===== src/rtl/snake_input_ctrl_if.sv =====
// ----------------------------------------------------------------------------
// snake_input_ctrl_if
//
// Purpose:
//   Bundles the signals between the raw button inputs, the game core and the
//   snake_input_ctrl conditioning stage. Clock and reset are not part of the
//   bundle; they stay plain ports on the module.
//
// Signals:
//   i_Push   [3:0]  raw direction buttons, active-low (bit0 up, bit1 down,
//                   bit2 left, bit3 right), idle 4'b1111
//   i_Pause         raw pause button, active-high
//   i_Tick          one-cycle game-step pulse from the core
//   o_Push   [3:0]  debounced direction buttons, active-low
//   o_Dir    [1:0]  committed heading (0 up, 1 down, 2 left, 3 right)
//   o_DirChg        one-cycle pulse when o_Dir changes value
//   o_Pause         pause state, level
//
// Modports:
//   master  - the side that drives the raw inputs and tick and consumes the
//             conditioned outputs (board inputs plus game core)
//   slave   - the conditioning stage itself
// ----------------------------------------------------------------------------
interface snake_input_ctrl_if;

    logic [3:0] i_Push;
    logic       i_Pause;
    logic       i_Tick;
    logic [3:0] o_Push;
    logic [1:0] o_Dir;
    logic       o_DirChg;
    logic       o_Pause;

    modport master (
        output i_Push,
        output i_Pause,
        output i_Tick,
        input  o_Push,
        input  o_Dir,
        input  o_DirChg,
        input  o_Pause
    );

    modport slave (
        input  i_Push,
        input  i_Pause,
        input  i_Tick,
        output o_Push,
        output o_Dir,
        output o_DirChg,
        output o_Pause
    );

endinterface


===== src/rtl/snake_input_ctrl.sv =====
// ----------------------------------------------------------------------------
// snake_input_ctrl
//
// Purpose:
//   Input conditioning stage in front of the Snake Game core. The four raw
//   direction buttons and the raw pause button are synchronised and
//   debounced. Button presses become a pending heading that is committed
//   to o_Dir only on the core's game-step tick, and a heading that would
//   turn the snake straight back onto itself is refused. A pause press
//   toggles the pause state, during which presses and ticks are ignored.
//
// Parameters:
//   DEBOUNCE_CYCLES  cycles a synchronised input must hold a new level
//                    before it is accepted (minimum 2)
//   CNT_W            debounce counter width, 2**CNT_W > DEBOUNCE_CYCLES
//
// Ports:
//   Clk   system clock, rising edge
//   Rst   synchronous active-high reset
//   bus   snake_input_ctrl_if.slave (raw inputs, tick, conditioned outputs)
// ----------------------------------------------------------------------------
module snake_input_ctrl #(
    parameter int DEBOUNCE_CYCLES = 500000,
    parameter int CNT_W           = 20
) (
    input  logic              Clk,
    input  logic              Rst,
    snake_input_ctrl_if.slave bus
);

    // Bits 0..3 are the direction buttons, bit 4 is the pause button.
    localparam int               NBITS     = 5;
    localparam int               PAUSE_BIT = 4;
    // Idle level of each input: buttons released high, pause released low.
    localparam logic [NBITS-1:0] IDLE_LVL  = 5'b01111;
    localparam logic [CNT_W-1:0] CNT_MAX   = CNT_W'(DEBOUNCE_CYCLES - 1);
    localparam logic [CNT_W-1:0] CNT_ONE   = CNT_W'(1);
    localparam logic [1:0]       DIR_RIGHT = 2'd3;

    logic [NBITS-1:0] raw;

    logic [NBITS-1:0] sync1_q, sync1_d;
    logic [NBITS-1:0] sync2_q, sync2_d;
    logic [NBITS-1:0] stable_q, stable_d;
    logic [NBITS-1:0] prev_q, prev_d;
    logic [CNT_W-1:0] cnt_q [NBITS];
    logic [CNT_W-1:0] cnt_d [NBITS];

    logic [1:0]       pending_q, pending_d;
    logic [1:0]       dir_q, dir_d;
    logic             dir_chg_q, dir_chg_d;
    logic             pause_q, pause_d;

    logic [3:0]       press_evt;
    logic             pause_evt;
    logic             cand_valid;
    logic [1:0]       cand_dir;
    logic [1:0]       opposite_dir;

    assign raw = {bus.i_Pause, bus.i_Push};

    // Two-flop synchroniser chain, one chain per input bit.
    always_comb begin
        sync1_d = raw;
        sync2_d = sync1_q;
    end

    // Per-bit debounce. The counter only runs while the synchronised level
    // disagrees with the accepted level; any return to agreement clears it,
    // so a glitch shorter than DEBOUNCE_CYCLES leaves no trace.
    always_comb begin
        stable_d = stable_q;
        for (int k = 0; k < NBITS; k++) begin
            cnt_d[k] = '0;
            if (sync2_q[k] != stable_q[k]) begin
                if (cnt_q[k] == CNT_MAX) begin
                    stable_d[k] = sync2_q[k];
                end else begin
                    cnt_d[k] = cnt_q[k] + CNT_ONE;
                end
            end
        end
    end

    // Edge detection on the accepted levels. A direction press is the
    // active-low button going 1 -> 0; a pause press is 0 -> 1. Releases
    // produce nothing.
    always_comb begin
        prev_d    = stable_q;
        press_evt = prev_q[3:0] & ~stable_q[3:0];
        pause_evt = ~prev_q[PAUSE_BIT] & stable_q[PAUSE_BIT];
    end

    // Pick a single candidate heading. Scanning from the top index down
    // leaves the lowest-index press as the winner when several coincide.
    always_comb begin
        cand_valid = |press_evt;
        cand_dir   = 2'd0;
        for (int k = 3; k >= 0; k--) begin
            if (press_evt[k]) begin
                cand_dir = 2'(k);
            end
        end
    end

    // Pending heading. The reversal check is made against the committed
    // heading rather than the pending one, so no run of presses between two
    // ticks can walk the pending value round to a 180 degree turn.
    // Presses are judged against the pause state before any toggle in the
    // same cycle.
    always_comb begin
        opposite_dir = dir_q ^ 2'b01;
        pending_d    = pending_q;
        if (cand_valid && !pause_q && (cand_dir != opposite_dir)) begin
            pending_d = cand_dir;
        end
    end

    // Commit on the game tick. The tick always takes the pending value held
    // before this cycle, so a press landing in the same cycle waits for the
    // following tick. The tick is honoured on the pause state before any
    // toggle in the same cycle.
    always_comb begin
        dir_d     = dir_q;
        dir_chg_d = 1'b0;
        if (bus.i_Tick && !pause_q) begin
            dir_d     = pending_q;
            dir_chg_d = (pending_q != dir_q);
        end
    end

    // Pause state flips once per accepted pause press.
    always_comb begin
        pause_d = pause_q ^ pause_evt;
    end

    // State registers. Reset overrides everything, including a tick or a
    // press in the same cycle, and never raises o_DirChg.
    always_ff @(posedge Clk) begin
        if (Rst) begin
            sync1_q   <= IDLE_LVL;
            sync2_q   <= IDLE_LVL;
            stable_q  <= IDLE_LVL;
            prev_q    <= IDLE_LVL;
            for (int k = 0; k < NBITS; k++) begin
                cnt_q[k] <= '0;
            end
            pending_q <= DIR_RIGHT;
            dir_q     <= DIR_RIGHT;
            dir_chg_q <= 1'b0;
            pause_q   <= 1'b0;
        end else begin
            sync1_q   <= sync1_d;
            sync2_q   <= sync2_d;
            stable_q  <= stable_d;
            prev_q    <= prev_d;
            for (int k = 0; k < NBITS; k++) begin
                cnt_q[k] <= cnt_d[k];
            end
            pending_q <= pending_d;
            dir_q     <= dir_d;
            dir_chg_q <= dir_chg_d;
            pause_q   <= pause_d;
        end
    end

    assign bus.o_Push   = stable_q[3:0];
    assign bus.o_Dir    = dir_q;
    assign bus.o_DirChg = dir_chg_q;
    assign bus.o_Pause  = pause_q;

endmodule


===== src/flat_wrapper.sv =====
// flat-port wrapper written by rule: the top's interface ports become plain ports
module snake_input_ctrl_flat 
#(
    parameter int DEBOUNCE_CYCLES = 500000,
    parameter int CNT_W           = 20
)
  (Clk, Rst, bus_i_Push, bus_i_Pause, bus_i_Tick, bus_o_Push, bus_o_Dir, bus_o_DirChg, bus_o_Pause);
  snake_input_ctrl_if bus_i ();
  input  logic Clk;
  input  logic Rst;
  input wire logic [$bits(bus_i.i_Push)-1:0] bus_i_Push;
  input wire logic [$bits(bus_i.i_Pause)-1:0] bus_i_Pause;
  input wire logic [$bits(bus_i.i_Tick)-1:0] bus_i_Tick;
  output wire logic [$bits(bus_i.o_Push)-1:0] bus_o_Push;
  output wire logic [$bits(bus_i.o_Dir)-1:0] bus_o_Dir;
  output wire logic [$bits(bus_i.o_DirChg)-1:0] bus_o_DirChg;
  output wire logic [$bits(bus_i.o_Pause)-1:0] bus_o_Pause;
  assign bus_i.i_Push = bus_i_Push;
  assign bus_i.i_Pause = bus_i_Pause;
  assign bus_i.i_Tick = bus_i_Tick;
  assign bus_o_Push = bus_i.o_Push;
  assign bus_o_Dir = bus_i.o_Dir;
  assign bus_o_DirChg = bus_i.o_DirChg;
  assign bus_o_Pause = bus_i.o_Pause;
  snake_input_ctrl #(.DEBOUNCE_CYCLES(DEBOUNCE_CYCLES), .CNT_W(CNT_W)) u_core (.Clk(Clk), .Rst(Rst), .bus(bus_i));
endmodule

===== config.mk =====
export PLATFORM = sky130hd
export DESIGN_NAME = snake_input_ctrl_flat
export DESIGN_NICKNAME = d
export VERILOG_FILES = /design/src/rtl/snake_input_ctrl_if.sv /design/src/rtl/snake_input_ctrl.sv /design/src/flat_wrapper.sv
export SDC_FILE = /design/constraint.sdc
export NUM_CORES = 1
export LEC_CHECK = 0
export CAP_MARGIN = 40
export CORE_MARGIN = 2
export CORE_UTILIZATION = 55
export DETAILED_ROUTE_END_ITERATION = 6
export PLACE_DENSITY = 0.86
export SLEW_MARGIN = 10
export SYNTH_ARGS = -nofsm -noshare
export SYNTH_HDL_FRONTEND = slang
export SYNTH_SLANG_ARGS = --single-unit
export TNS_END_PERCENT = 5

===== constraint.sdc =====
create_clock -name Clk -period 1.9 [get_ports Clk]
set_clock_uncertainty 0.1 [all_clocks]
set_input_delay 0.38 -clock Clk [delete_from_list [all_inputs] [get_ports Clk]]
set_output_delay 0.38 -clock Clk [all_outputs]
set_load 0.02 [all_outputs]

==> results.md, run 1 <==
STA:
- Setup repair after global routing could not meet its margin everywhere.
- The maximum frequency from static timing analysis is 526 MHz.
- At the pin with the least slew margin, the transition time is 0.416 ns.
- After routing, the total negative slack on setup checks comes to 0 ns.
- In this run the tightest slew margin relative to its limit is 0.719.
- Setup violations remaining at the end of the flow were counted as 0.
- The worst path in the final design needs a cycle of about 1.9 ns, including I/O delays and setup.
- The final worst setup slack is between 0.0002 and 0.00025 ns.
- The final cycle utilization of the critical path is 1.00.
- The final max-slew violation count came to 0.
- The count of final hold-check violations is 0.

CTS:
- Once the clock tree was built, the setup fixing pass inserted 0 buffers.
- The cell sitting at the root of the clock tree is a sky130_fd_sc_hd__clkbuf_8.
- In this run, CTS created clock tree buffers numbering 17.
- The source-to-sink clock delay at the later pin of the worst-skew pair is 0.52 ns.
- The number of H-tree levels is 4.
- The maximum buffer depth of the clock tree is 2.
- The TritonCTS clock tree is built.
- The number of sinks handled by clock tree synthesis is 126.
- The total of hold buffers inserted after clock tree synthesis is 0.
- After clock tree synthesis, the clock-pin slew on the worst setup and hold paths is 0.06 ns.

Setup path:
- The endpoint class of the critical path is a flip-flop.
- The origin of the worst setup path is u_core.cnt_q[0][0]$_SDFF_PP0_.
- In this run the worst path has a maximum fanout of 3.
- The endpoint of the most critical register-to-register path is u_core.prev_d[0]$_SDFFE_PP1P_.
- The path type of the worst setup path is reg2reg.
- The logic depth of the worst register-to-register path is 6.
- In this run the critical register-to-register path is launched from u_core.cnt_q[0][0]$_SDFF_PP0_.
- The required arrival time at the worst endpoint is 2.20 ns.
- The setup check on the worst reg-to-reg path leaves a slack of 0.0002 ns.
- The category of the worst setup path launch point is a flip-flop.
- At the worst endpoint, the arrival time is 2.20 ns.

Run:
- The tool flagged a number of max-cap violations equal to 0.

Detailed routing:
- The total detailed-routing wirelength is roughly 11 mm.
- For this run, design rule violations remaining after detail routing come to 0.
- The detail route stage leaves a number of antenna-violating nets equal to 0.
- The first-iteration detailed-routing DRC count is 208.
- After detailed routing, the number of vias per cell comes to roughly 5.4.
- The number of detailed-route iterations in the first pass is 5.
- After detailed routing, the average wire length per cell comes to 14.3 um.
- The detailed router placed 4184 vias in this run.

Floorplanning:
- The x dimension of the die is 102 um.
- The count of standard-cell rows is 35.
- The die covers between 0.01 and 0.015 mm2.
- The I/O pin total is 16.
- The floorplan step defined a core boundary enclosing around 0.0093 mm2.
- For this configuration, the core starts out at a cell density of 0.568.
- From bottom edge to top edge, the die measures a little over 100 um.

GRT:
- The number of global-route vias before repair is 4214.
- For this run, the total global-route usage over all layers was measured as 0.229.
- The first global-routing pass estimated 18.6 mm of wire.
- After global routing the overflow that remains totals 0.
- The initial antenna violation count is 0.
- The pin count of the biggest net entering global routing is 26.

Worst hold path:
- For hold timing, the worst endpoint is u_core.sync2_q[1]$_SDFF_PP1_.
- In this run the most critical hold path is launched from u_core.sync1_q[1]$_SDFF_PP1_.
- The hold path depth is 1.
- The path class of the tightest hold or removal check is reg2reg.

Finish:
- For this run, the post-layout net count is 649.
- Leaving out fill and tap cells, the most frequent cell in the layout is sky130_fd_sc_hd__nor2_1.
- The number of antenna diodes in the final layout is 0.
- In the final layout, the share of cells above drive strength 1 is 0.139.
- The finished layout holds 778 standard cells, fillers aside.
- Leaving out fill and tap cells, the most frequent cells in the layout are sky130_fd_sc_hd__nor2_1, sky130_fd_sc_hd__dfxtp_1, sky130_fd_sc_hd__xor2_1, sky130_fd_sc_hd__xnor2_1, sky130_fd_sc_hd__nand3_1.
- The area of all placed cells without fillers is 0.00643 mm2.
- From synthesis to final layout, the design area changed by 22.0%.

Placed design:
- The number of placed instances, taps included is between 700 and 800.
- The instance area at placement is between 0.005 and 0.006 mm2.
- The count of buffers inserted at the top-level ports is 15.
- Once detailed placement completed, the half-perimeter wirelength came to roughly 6.7 mm.
- The congestion estimate from routability-driven global placement came to roughly 0.8.
- OpenSTA, run right after detailed placement, puts the worst setup slack at 0.00132 ns.

Logic synthesis:
- Averaged over all synthesized cells, the footprint is 8.95 um2.
- Counting every net in the synthesized netlist gives 602.
- In this run, synthesis produced a sequential element count of 126.
- After synthesis, the netlist uses 42 different library cells.
- The instance count of the mapped netlist is about 590.
- The cell area after synthesis is between 0.005 and 0.006 mm2.
- The number of warning messages in the yosys log is 0.
- The sequential element share of the synthesized area is 0.479.

Pwr:
- The post-route total power is 6.18 mW.
- The analysis attributes to cell leakage a power of between 2 and 2.5 nW.
- Across the VDD grid, the largest voltage drop is approximately 0.00055 V.
- Dividing total power by cell area gives a power density of 961 mW/mm2.

Outcome:
- The run finished with clean final reports.
## worst max-delay path by stage
stage	endpoint	slack [ns]	depth (start not counted)
2_1_floorplan	u_core.cnt_q[0][18]$_SDFF_PP0_	0.02	8
3_3_place_gp	u_core.prev_d[0]$_SDFFE_PP1P_	0.03	6
3_5_place_dp	u_core.cnt_q[0][16]$_SDFF_PP0_	0.001	7
4_1_cts	u_core.cnt_q[0][25]$_SDFF_PP0_	0.008	6
5_1_grt	u_core.cnt_q[0][76]$_SDFF_PP0_	-0.18	8
6_report	u_core.prev_d[0]$_SDFFE_PP1P_	0.0002	6
## area by class of cell
cell class,count,area [um2]
Clock inverter,11,188
Timing Repair Buffer,46,410
Tap cell,129,161
Fill cell,654,2850
Sequential cell,126,2520
Clock buffer,21,449
Inverter,14,52.6
Multi-Input combinational cell,431,2640
## worst max-delay path, cell delays in order, from the launching register on
cell and delay (ns):
sky130_fd_sc_hd__dfxtp_2 0.34, sky130_fd_sc_hd__ha_2 0.18, sky130_fd_sc_hd__nand4_1 0.15, sky130_fd_sc_hd__or4_4 0.47
sky130_fd_sc_hd__nor3_4 0.17, sky130_fd_sc_hd__nor2b_1 0.08, sky130_fd_sc_hd__a211o_2 0.30
## Yosys cell counts
master	n	area, um2
sky130_fd_sc_hd__nor2b_1	10	62.6
sky130_fd_sc_hd__a211o_2	1	10.0
sky130_fd_sc_hd__mux2i_1	1	10.0
sky130_fd_sc_hd__nor3_2	1	10.0
sky130_fd_sc_hd__a31oi_1	1	6.26
sky130_fd_sc_hd__a21o_1	2	15.0
sky130_fd_sc_hd__and3_2	1	7.51
sky130_fd_sc_hd__buf_6	1	11.3
sky130_fd_sc_hd__xnor2_1	43	377
sky130_fd_sc_hd__o221ai_1	1	8.76
sky130_fd_sc_hd__nor3b_1	1	7.51
sky130_fd_sc_hd__buf_12	1	20.0
sky130_fd_sc_hd__nand4_1	28	175
sky130_fd_sc_hd__nor2_1	129	484
sky130_fd_sc_hd__or2_2	13	81.3
sky130_fd_sc_hd__a221o_1	1	10.0
sky130_fd_sc_hd__a211oi_1	2	15.0
sky130_fd_sc_hd__buf_2	4	20.0
sky130_fd_sc_hd__or4_1	2	15.0
sky130_fd_sc_hd__or2_1	1	6.26
sky130_fd_sc_hd__o21a_1	1	7.51
sky130_fd_sc_hd__nand2_1	30	113
sky130_fd_sc_hd__a32oi_1	1	8.76
sky130_fd_sc_hd__dfxtp_1	126	2520
sky130_fd_sc_hd__buf_4	4	30.0
sky130_fd_sc_hd__a211o_1	2	17.5
sky130_fd_sc_hd__a21oi_1	2	10.0
sky130_fd_sc_hd__nor4_1	11	68.8
sky130_fd_sc_hd__or3_1	4	25.0
sky130_fd_sc_hd__o211ai_1	1	7.51
sky130_fd_sc_hd__xor2_1	55	482
sky130_fd_sc_hd__and4_1	7	61.3
sky130_fd_sc_hd__inv_1	14	52.6
sky130_fd_sc_hd__and3_1	12	75.1
sky130_fd_sc_hd__nand2b_1	6	37.5
sky130_fd_sc_hd__nand3_1	38	190
sky130_fd_sc_hd__nor4bb_1	2	20.0
sky130_fd_sc_hd__o21ai_0	3	15.0
sky130_fd_sc_hd__ha_1	5	62.6
sky130_fd_sc_hd__clkbuf_1	8	30.0
sky130_fd_sc_hd__nor4b_1	4	35.0
sky130_fd_sc_hd__nor3_1	9	45.0
## per-layer routing
layer / wire (um) / global-route usage
met3: 332 / 0.0773
met4: 237 / 0.0954
met2: 5740 / 0.400
met5: 0 / 0
met1: 4800 / 0.257
## where the power goes
part | internal, mW | switching [mW] | leakage (nW)
Combinational | 0.0404 | 0.0392 | 0.881
Sequential | 2.66 | 0.00708 | 1.02
Clock | 2.32 | 1.11 | 0.304
## state kept, by name, indices dropped and copies added (netlist names)
register             flops
u_core.bus.o_Pause       1
u_core.pending_q         2
u_core.bus.o_Dir         2
u_core.cnt_q           100
u_core.prev_d            5
u_core.prev_q            5
u_core.sync1_q           5
u_core.bus.o_DirChg      1
u_core.sync2_q           5
## per-stage QoR
| step | hold slack (ns) | utilization |
|---|---|---|
| 2_1_floorplan | 0.289 | - |
| 3_3_place_gp | 0.292 | 0.617 |
| 5_1_grt | 0.317 | 0.693 |
| 3_5_place_dp | 0.293 | 0.617 |
| 4_1_cts | 0.306 | 0.686 |
| 6_report | 0.308 | 0.693 |
## cell families after synthesis
family	after synthesis	share of synthesized area
adder cells (fa/ha/maj)	5	0.0119
AND/OR/NAND/NOR	309	0.289
AO/OA/AOI/OAI	18	0.0249
buffers and inverters	32	0.0311
flip-flops	126	0.479
multiplexers	1	0.00190
XOR/XNOR	98	0.163
## repair_timing
action	4_1_cts	5_1_grt
cloned	0	0
pin swaps	1	1
resized for setup	12	14
endpoints found under the hold margin	0	0
setup endpoints to repair	35	100
(Power assumes the default switching activity.)
==> inputs of run 2 (changes only) <==
- ABC_AREA: not set -> 1
- CORE_UTILIZATION: 55 -> 60
- PLACE_DENSITY: 0.86 -> 0.89
- clock period: 1.9 -> 2.25 ns (I/O delays scaled with it)
==> run 2 against run 1 <==
Effect of this change: via count up 34%; clock power down 23%; final area up 8.2%; first-iteration DRC count up 22%.
==> results.md, run 2 <==
Worst hold path:
- The type of the tightest min-delay check is reg2reg.

Floorplanning:
- The placeable core region came to 0.00982 mm2 (+5.8%).
- The x dimension of the die came to 105 um (+3.1%).
- The I/O pin total is 16 (unchanged).
- The initial standard-cell utilization of the core is 0.624 (+0.0561).
- The vertical extent of the die is 105 um (+3.1%).
- The floorplan die area was 0.0110 mm2 (+6.3%).
- The count of standard-cell rows is 36 (+2.9%).

Setup path:
- The worst setup path is captured at an output pin.
- The required arrival time at the worst endpoint was 1.70 ns (-0.50 ns).
- Among cell families on the critical path, the largest total delay comes from buffers and inverters.
- The path type of the worst setup path is reg2out.
- The worst-path maximum fanout was 5 (+2).
- The largest incremental delay on the critical path came to 0.64 ns (+0.17 ns).
- Traced cell by cell, the critical path runs through clkdlybuf4s50_1.
- For this design, the slowest cell found on the critical path is sky130_fd_sc_hd__clkdlybuf4s50_1.
- The number of buffers and inverters on the critical path came to 1 (+1).
- STA classifies the critical path startpoint as a flip-flop.
- The data arrival time of the worst path is 1.60 ns (-0.60 ns).

Pwr:
- The leakage power total is 2.32 nW (+5.1%).
- The switching component of the power is 1.02 mW (-11%).
- The sequential power share is 0.454 (+0.023).
- The relative contribution of the clock network to total power is 0.531 (-0.025).
- The portion of total power attributed to combinational logic is 0.015 (+0.002).
- The switching fraction of total power is 0.206 (+0.0189).
- The power per cell area is 714 mW/mm2 (-26%).
- The largest vdd supply drop is 0.000580 V (+5.1%).
- The cell-internal power is 3.94 mW (-21%).

Detailed routing:
- The number of nets still failing antenna checks after routing is 0 (unchanged).
- The first-iteration detailed-routing DRC count is 253 (+22%).
- The per-cell routed wire length was 12.6 um (-12%).
- The via-per-instance ratio is 5.41 (+0.57%).
- The DRC violation count after routing is 0 (unchanged).
- The total number of vias is 5614 (+34%).
- The number of detailed-route iterations in the first pass is 6 (+1).
- The total detailed-routing wirelength came to 13.0 mm (+17%).

CTS:
- The total of hold buffers inserted after clock tree synthesis is 0 (unchanged).
- The clock slew seen by the registers of the worst setup and hold paths is 0.06 ns (about the same).
- The source-to-sink clock delay at the later pin of the worst-skew pair is 0.53 ns (about the same).
- The cell at the root of the clock tree is sky130_fd_sc_hd__clkbuf_8.
- The number of buffers created by CTS is 17 (unchanged).
- The buffer count from post-CTS setup fixing is 0 (unchanged).
- The number of H-tree levels is 4 (unchanged).
- The post-cts resize count is 0 (-12).
- The maximum buffer depth of the clock tree is 2 (unchanged).
- The number of sinks handled by clock tree synthesis is 126 (unchanged).
- TritonCTS built the clock tree.

Finish:
- The count of inserted antenna diode cells was 0 (unchanged).
- The final-stage net count is 905 (+39%).
- From synthesis to final layout, the design area changed by 13.6%.
- The area taken by flip-flops and latches is 0.00252 mm2 (about the same).
- The area of all placed cells without fillers is 0.00696 mm2 (+8.2%).
- Leaving out fill and tap cells, the most frequent cells in the layout are sky130_fd_sc_hd__nand2_1, sky130_fd_sc_hd__nor2_1, sky130_fd_sc_hd__dfxtp_1, sky130_fd_sc_hd__inv_1.
- The number of fillers in the final layout came to 827 (+26%).
- The count of placed standard cells in the final layout, fillers left out came to 1038 (+33%).
- The area taken by multi-input logic gates is 0.00310 mm2 (+17%).
- The number of flip-flops in the largest register was 100 (unchanged).
- The largest register by flop count is u_core.cnt_q.
- The most common library cell in the layout ignoring fill and taps is sky130_fd_sc_hd__nand2_1.
- The ratio of cells with drive above 1 in the final layout was 0.0950 (-0.0436).

Placed design:
- The number of placed instances, taps included came to 1006 (+35%).
- The instance area at placement is 0.00638 mm2 (+11%).
- The HPWL after detailed placement is 9.08 mm (+35%).
- The pre-CTS setup slack was 0.124 ns (+0.123 ns).
- The count of buffers inserted at the top-level ports is 15 (unchanged).
- The routability congestion estimate is 0.904 (+11%).

Logic synthesis:
- The most common cell in the synthesized netlist is sky130_fd_sc_hd__nand2_1.
- The mean post-synth cell area came to 7.07 um2 (-21%).
- The share of synthesized flip-flops with an asynchronous set or reset is 0 (unchanged).
- The multiplexer area fraction after synthesis was 0 (-0.00190).
- The combinational family with the most area after synthesis is simple AND/OR/NAND/NOR gates.
- The top-area cell type share of the netlist area was 0.412 (-0.0668).
- The net count after synthesis is 879 (+46%).
- The biggest area contributor in the post-synthesis netlist is sky130_fd_sc_hd__dfxtp_1.
- The commonest cells after synthesis are sky130_fd_sc_hd__nand2_1, sky130_fd_sc_hd__nor2_1, sky130_fd_sc_hd__dfxtp_1.
- The instance count of the mapped netlist came to 866 (+47%).
- The cell area after synthesis is 0.00612 mm2 (+16%).
- The complex-gate fraction of the synthesized area is 0.0621 (+0.0372).
- The number of different library cells in the post-synthesis netlist is 37 (-12%).
- The register bit count reported by yosys was 126 (unchanged).
- The post-synthesis adder-cell area fraction was 0.0102 (-0.00166).
- The parity-gate share of the synthesized area counting xor and xnor cells is 0.0486 (-0.114).
- The most frequently used flop master after synthesis is sky130_fd_sc_hd__dfxtp_1.
- The sequential element share of the synthesized area is 0.412 (-0.0668).
- The number of warning messages in the yosys log is 0 (unchanged).
- After synthesis, the cell types taking the most area are sky130_fd_sc_hd__dfxtp_1, sky130_fd_sc_hd__nand2_1, sky130_fd_sc_hd__nor2_1, sky130_fd_sc_hd__inv_1, sky130_fd_sc_hd__a21oi_1.
- The post-synthesis share of cell area spent on and, or, nand and nor gates was 0.385 (+0.0960).
- The number of enable flip-flop cells after synthesis is 0 (unchanged).

STA:
- Derived from the worst setup path, the maximum achievable clock frequency is about 460 MHz.
- The worst-margin pin slew is 0.486 ns (+0.0701 ns).
- Setup repair after global routing left no endpoint under its margin.
- The worst slew slack as a fraction of its limit is 0.675 (-0.0436).
- Counting I/O delays and the setup requirement, the final critical path takes 2.15 ns.
- Of the available clock period, the critical path in the final layout requires 0.956.
- The final worst setup slack is 0.0984 ns (+0.0982 ns).
- The count of final hold-check violations is 0 (unchanged).
- The final max-slew violation count is 0 (unchanged).
- The worst hold slack is 0.298 ns (-0.00946 ns).
- The total setup violations reported at the end of the flow is 0 (unchanged).
- The setup TNS is 0 ns (unchanged).

Run:
- The max-cap violation count is 0 (unchanged).

GRT:
- The total congestion overflow came to 0 (unchanged).
- The first-pass GRT wire length came to 22.3 mm (+20%).
- The pin count of the biggest net entering global routing came to 21 (-19%).
- The number of global-route vias before repair is 5047 (+20%).
- The global-route total usage across every layer is 0.249 (+0.0193).
- The initial antenna violation count came to 0 (unchanged).

Outcome:
- The run finished with clean final reports.
[run 2: cell count changes after synthesis, moves of 9 or more]
| cell | previous run | this run |
|---|---|---|
| sky130_fd_sc_hd__inv_1 | 14 | 102 |
| sky130_fd_sc_hd__xnor2_1 | 43 | 11 |
| sky130_fd_sc_hd__o21ai_0 | 3 | 14 |
| sky130_fd_sc_hd__a21oi_1 | 2 | 52 |
| sky130_fd_sc_hd__nor4_1 | 11 | 2 |
| sky130_fd_sc_hd__nand2_1 | 30 | 195 |
| sky130_fd_sc_hd__nand3_1 | 38 | 52 |
| sky130_fd_sc_hd__xor2_1 | 55 | 23 |
| sky130_fd_sc_hd__nor3_1 | 9 | 39 |
| sky130_fd_sc_hd__and3_1 | 12 | 0 |
| sky130_fd_sc_hd__nor2b_1 | 10 | 0 |
[run 2: metal layers]
metal	track usage	part of all wire	vias up
met4	0.107	0.023	0
met5	0	0	-
li1	-	-	2849
met2	0.398	0.47	135
met3	0.0705	0.049	33
met1	0.313	0.46	2597
[run 2: area by class of cell]
class,instances,share of cell area
repair buffers,21,0.0284
well taps,133,0.0239
clock inverters,9,0.0156
flip-flops and latches,126,0.362
inverters,107,0.0577
multi-input cells,619,0.445
clock buffers,23,0.0671
[run 2: cells by family after synthesis]
group           count (synthesis)
fa+ha+maj                       5
flops                         126
simple gates                  507
buf+inv                       121
compound gates                 73
xor+xnor                       34
[run 2: worst paths after layout]
| check | from | endpoint | slack [ns] | depth (start not counted) |
|---|---|---|---|---|
| hold / removal | u_core.sync1_q[4]$_SDFF_PP0_ | u_core.sync2_q[4]$_SDFF_PP0_ | 0.30 | 2 |
| setup / recovery | u_core.prev_d[0]$_SDFFE_PP1P_ | bus_o_Push[0] | 0.1 | 1 |
| setup reg to reg | u_core.cnt_q[0][40]$_SDFF_PP0_ | u_core.cnt_q[0][41]$_SDFF_PP0_ | 0.24 | 8 |
| hold reg to reg | u_core.sync1_q[4]$_SDFF_PP0_ | u_core.sync2_q[4]$_SDFF_PP0_ | 0.30 | 2 |
[run 2: through the flow]
stage / util / power (mW)
4_1_cts: 0.708 / 5.01
5_1_grt: 0.709 / 5.13
3_5_place_dp: 0.650 / 2.38
3_3_place_gp: 0.650 / 2.37
6_report: 0.709 / 4.97
2_1_floorplan: - / 2.35
[run 2: tightest hold or removal path, stage by stage, from the launching register on]
cell                      delay [ns]
sky130_fd_sc_hd__dfxtp_1        0.29
sky130_fd_sc_hd__inv_1          0.04
sky130_fd_sc_hd__nor2_1         0.03
[run 2: power by group through the flow]
stage                     clock network [mW]  logic (mW)  registers, mW
after floorplan                            0      0.0429           2.30
after global placement                     0      0.0729           2.30
after detailed placement                   0      0.0743           2.30
after CTS                               2.68      0.0749           2.25
after global routing                    2.79      0.0832           2.25
final                                   2.64      0.0747           2.25
==> inputs of run 3 (changes only) <==
--- a/config.mk
+++ b/config.mk
@@ -11,5 +11,7 @@
 export CORE_UTILIZATION = 60
 export DETAILED_ROUTE_END_ITERATION = 6
+export GPL_TIMING_DRIVEN = 0
 export PLACE_DENSITY = 0.89
+export SKIP_LAST_GASP = 1
 export SLEW_MARGIN = 10
 export SYNTH_ARGS = -nofsm -noshare
==> constraint.sdc (replaced) <==
create_clock -name Clk -period 2.25 [get_ports Clk]
set_clock_uncertainty 0.1 [all_clocks]
set_input_delay 0.675 -clock Clk [delete_from_list [all_inputs] [get_ports Clk]]
set_output_delay 0.675 -clock Clk [all_outputs]
set_load 0.02 [all_outputs]
==> run 3 against run 2 <==
Effect of this change: the run now ends with negative setup slack left; hold slack better by 0.0050 ns; die area unchanged; via count grew 1.1%; non-clock buffer count grew 8; core utilization rose by 1.1 points; flip-flop and latch count is the same; final area grew 1.5%; highest routed layer unchanged.
==> results.md, run 3 (synthesis results as in run 2) <==
STA:
- The total setup violations reported at the end of the flow is 5 (+5).
- The worst hold slack is 0.303 ns (+0.00498 ns).
- The minimum clock period is 2.42 ns (+0.273 ns).
- Setup repair after global routing could not meet its margin everywhere.
- The maximum frequency from static timing analysis is 412 MHz (-11%).
- The worst slew slack as a fraction of its limit is 0.704 (+0.0284).
- The worst-margin pin slew is 0.445 ns (-0.0415 ns).
- The final cycle utilization of the critical path is 1.08 (+0.121).
- The final worst setup slack is -0.174 ns (-0.273 ns).
- The count of final hold-check violations came to 0 (unchanged).
- The final max-slew violation count is 0 (unchanged).

GRT:
- The global-route total usage across every layer came to 0.255 (+0.00631).
- The pin count of the biggest net entering global routing came to 17 (-19%).
- The first-pass GRT wire length came to 23.1 mm (+3.3%).
- The total congestion overflow is 0 (unchanged).
- The number of global-route vias before repair is 5264 (+4.3%).
- The initial antenna violation count is 0 (unchanged).

Placed design:
- The pre-CTS setup slack is -0.212 ns (-0.336 ns).
- The number of placed instances, taps included was 1014 (+0.80%).
- The routability congestion estimate came to 0.935 (+3.5%).
- The HPWL after detailed placement was 9.13 mm (+0.54%).
- The count of buffers inserted at the top-level ports is 15 (unchanged).

Finish:
- The area growth from synthesis to layout is 15.3%.
- The largest register by flop count is u_core.cnt_q.
- The number of flip-flops in the largest register is 100 (unchanged).
- The area taken by multi-input logic gates is 0.00310 mm2 (unchanged).
- Leaving out fill and tap cells, the most frequent cells in the layout are sky130_fd_sc_hd__nand2_1, sky130_fd_sc_hd__nor2_1, sky130_fd_sc_hd__dfxtp_1, sky130_fd_sc_hd__inv_1.
- The count of inserted antenna diode cells is 0 (unchanged).
- The library cell used most frequently in the layout, excluding fill and tap cells, is sky130_fd_sc_hd__nand2_1.
- The number of fillers in the final layout came to 800 (-3.3%).
- The ratio of cells with drive above 1 in the final layout is 0.102 (+0.00695).
- The count of placed standard cells in the final layout, fillers left out is 1045 (+0.67%).
- The area taken by flip-flops and latches is 0.00252 mm2 (about the same).
- The final-stage net count was 913 (+0.88%).

CTS:
- The clock slew seen by the registers of the worst setup and hold paths is 0.06 ns (about the same).
- The maximum buffer depth of the clock tree is 2 (unchanged).
- The buffer count from post-CTS setup fixing is 0 (unchanged).
- The number of buffers created by CTS is 17 (unchanged).
- The cell at the root of the clock tree is sky130_fd_sc_hd__clkbuf_8.
- The total of hold buffers inserted after clock tree synthesis was 0 (unchanged).
- The number of sinks handled by clock tree synthesis was 126 (unchanged).
- The source-to-sink clock delay at the later pin of the worst-skew pair is 0.53 ns (about the same).
- The number of H-tree levels is 4 (unchanged).
- The TritonCTS clock tree is built.

Setup path:
- The logic depth of the worst register-to-register path is 9 (+1).
- Walking the worst path, the cells encountered are buf_4 > clkdlybuf4s50_1.
- The endpoint class of the critical path is an output pin.
- The slowest stage of the critical path belongs to the cell sky130_fd_sc_hd__clkdlybuf4s50_1.
- The worst-path maximum fanout was 4 (-1).
- The largest incremental delay on the critical path is 0.60 ns (-0.04 ns).
- The path type of the worst setup path is reg2out.
- The worst setup path is launched from a flip-flop.
- The required arrival time at the worst endpoint is 1.47 ns (-0.23 ns).
- The data arrival time of the worst path is 1.65 ns (+0.05 ns).

Outcome:
- The final reports fail on negative setup slack.
- The flow ran to the end, but the final reports show violations.

Floorplanning:
- The count of standard-cell rows is 36 (unchanged).
- The placeable core region is 0.00982 mm2 (unchanged).
- The floorplan die area came to 0.0110 mm2 (unchanged).
- The x dimension of the die is 105 um (unchanged).
- The vertical extent of the die was 105 um (unchanged).
- The initial standard-cell utilization of the core is 0.624 (unchanged).
- The I/O pin total was 16 (unchanged).

Pwr:
- The switching fraction of total power was 0.200 (-0.00611).
- The leakage power total is 2.36 nW (+1.7%).
- The sequential power share was 0.433 (-0.021).
- The post-route total power is 5.21 mW (+4.8%).
- The relative contribution of the clock network to total power is 0.552 (+0.021).
- The power per cell area was 737 mW/mm2 (+3.3%).
- The portion of total power attributed to combinational logic is 0.015 (about the same).
- The switching component of the power is 1.04 mW (+1.7%).
- The cell-internal power came to 4.16 mW (+5.6%).
- The largest vdd supply drop is 0.000585 V (+0.78%).

Detailed routing:
- The first-iteration detailed-routing DRC count is 317 (+25%).
- The number of detailed-route iterations in the first pass is 5 (-1).
- The total number of vias is 5674 (+1.1%).
- The DRC violation count after routing is 0 (unchanged).
- The via-per-instance ratio is 5.43 (+0.39%).
- The total detailed-routing wirelength is 13.6 mm (+4.5%).
- The per-cell routed wire length is 13.0 um (+3.8%).
- The number of nets still failing antenna checks after routing is 0 (unchanged).

Worst hold path:
- The hold path depth was 2 (unchanged).
- The worst hold path belongs to the class reg2reg.

Run:
- The max-cap violation count is 0 (unchanged).
[run 3: metrics by stage]
step | instance area, um2 | setup TNS, ns | utilization
floorplan | 6120 | 0 | -
global placement | 6440 | -9.16 | 0.656
detailed placement | 6440 | -9.95 | 0.656
CTS | 7060 | -0.940 | 0.719
global route | 7060 | -0.890 | 0.719
finish | 7060 | -0.672 | 0.719
[run 3: final timing paths]
check                                  from                             end  slack, ns
min            u_core.sync1_q[4]$_SDFF_PP0_    u_core.sync2_q[4]$_SDFF_PP0_       0.30
max reg2reg  u_core.cnt_q[0][40]$_SDFF_PP0_  u_core.cnt_q[0][58]$_SDFF_PP0_       0.38
max           u_core.prev_d[2]$_SDFFE_PP1P_                   bus_o_Push[2]      -0.17
min reg2reg    u_core.sync1_q[4]$_SDFF_PP0_    u_core.sync2_q[4]$_SDFF_PP0_       0.30
[run 3: what timing repair did]
| action | in CTS | in global routing |
|---|---|---|
| endpoints found under the hold margin | 0 | 0 |
| endpoints found under the setup margin | 8 | 7 |
| gates resized for setup | 2 | 1 |
[run 3: worst max-delay path: cells and delay by family (launching register included)]
family	cells	cell delay (ns)
buffers and inverters	2	0.74
flip-flops	1	0.39
[run 3: power groups by stage]
stage                     registers [mW]  clock network, mW  logic, mW
after floorplan                     2.30                  0     0.0429
after global placement              2.30                  0     0.0755
after detailed placement            2.30                  0     0.0765
after CTS                           2.25               2.90     0.0770
after global routing                2.25               3.00     0.0842
final                               2.25               2.87     0.0766
[run 3: routing by layer]
layer / vias up / wire length (um) / GRT usage / share of wire
met4: 0 / 296 / 0.109 / 0.022
met3: 30 / 871 / 0.0711 / 0.064
li1: 2852 / - / - / -
met2: 203 / 6490 / 0.419 / 0.48
met1: 2589 / 5960 / 0.313 / 0.44
met5: - / 0 / 0 / 0
[run 3: layout make-up]
type,count,share of cell area
Sequential cell,126,0.357
Buffer,14,0.0147
Clock inverter,9,0.0223
Multi-Input combinational cell,619,0.438
Clock buffer,22,0.0655
Tap cell,133,0.0236
Inverter,107,0.0569
Timing Repair Buffer,15,0.0214
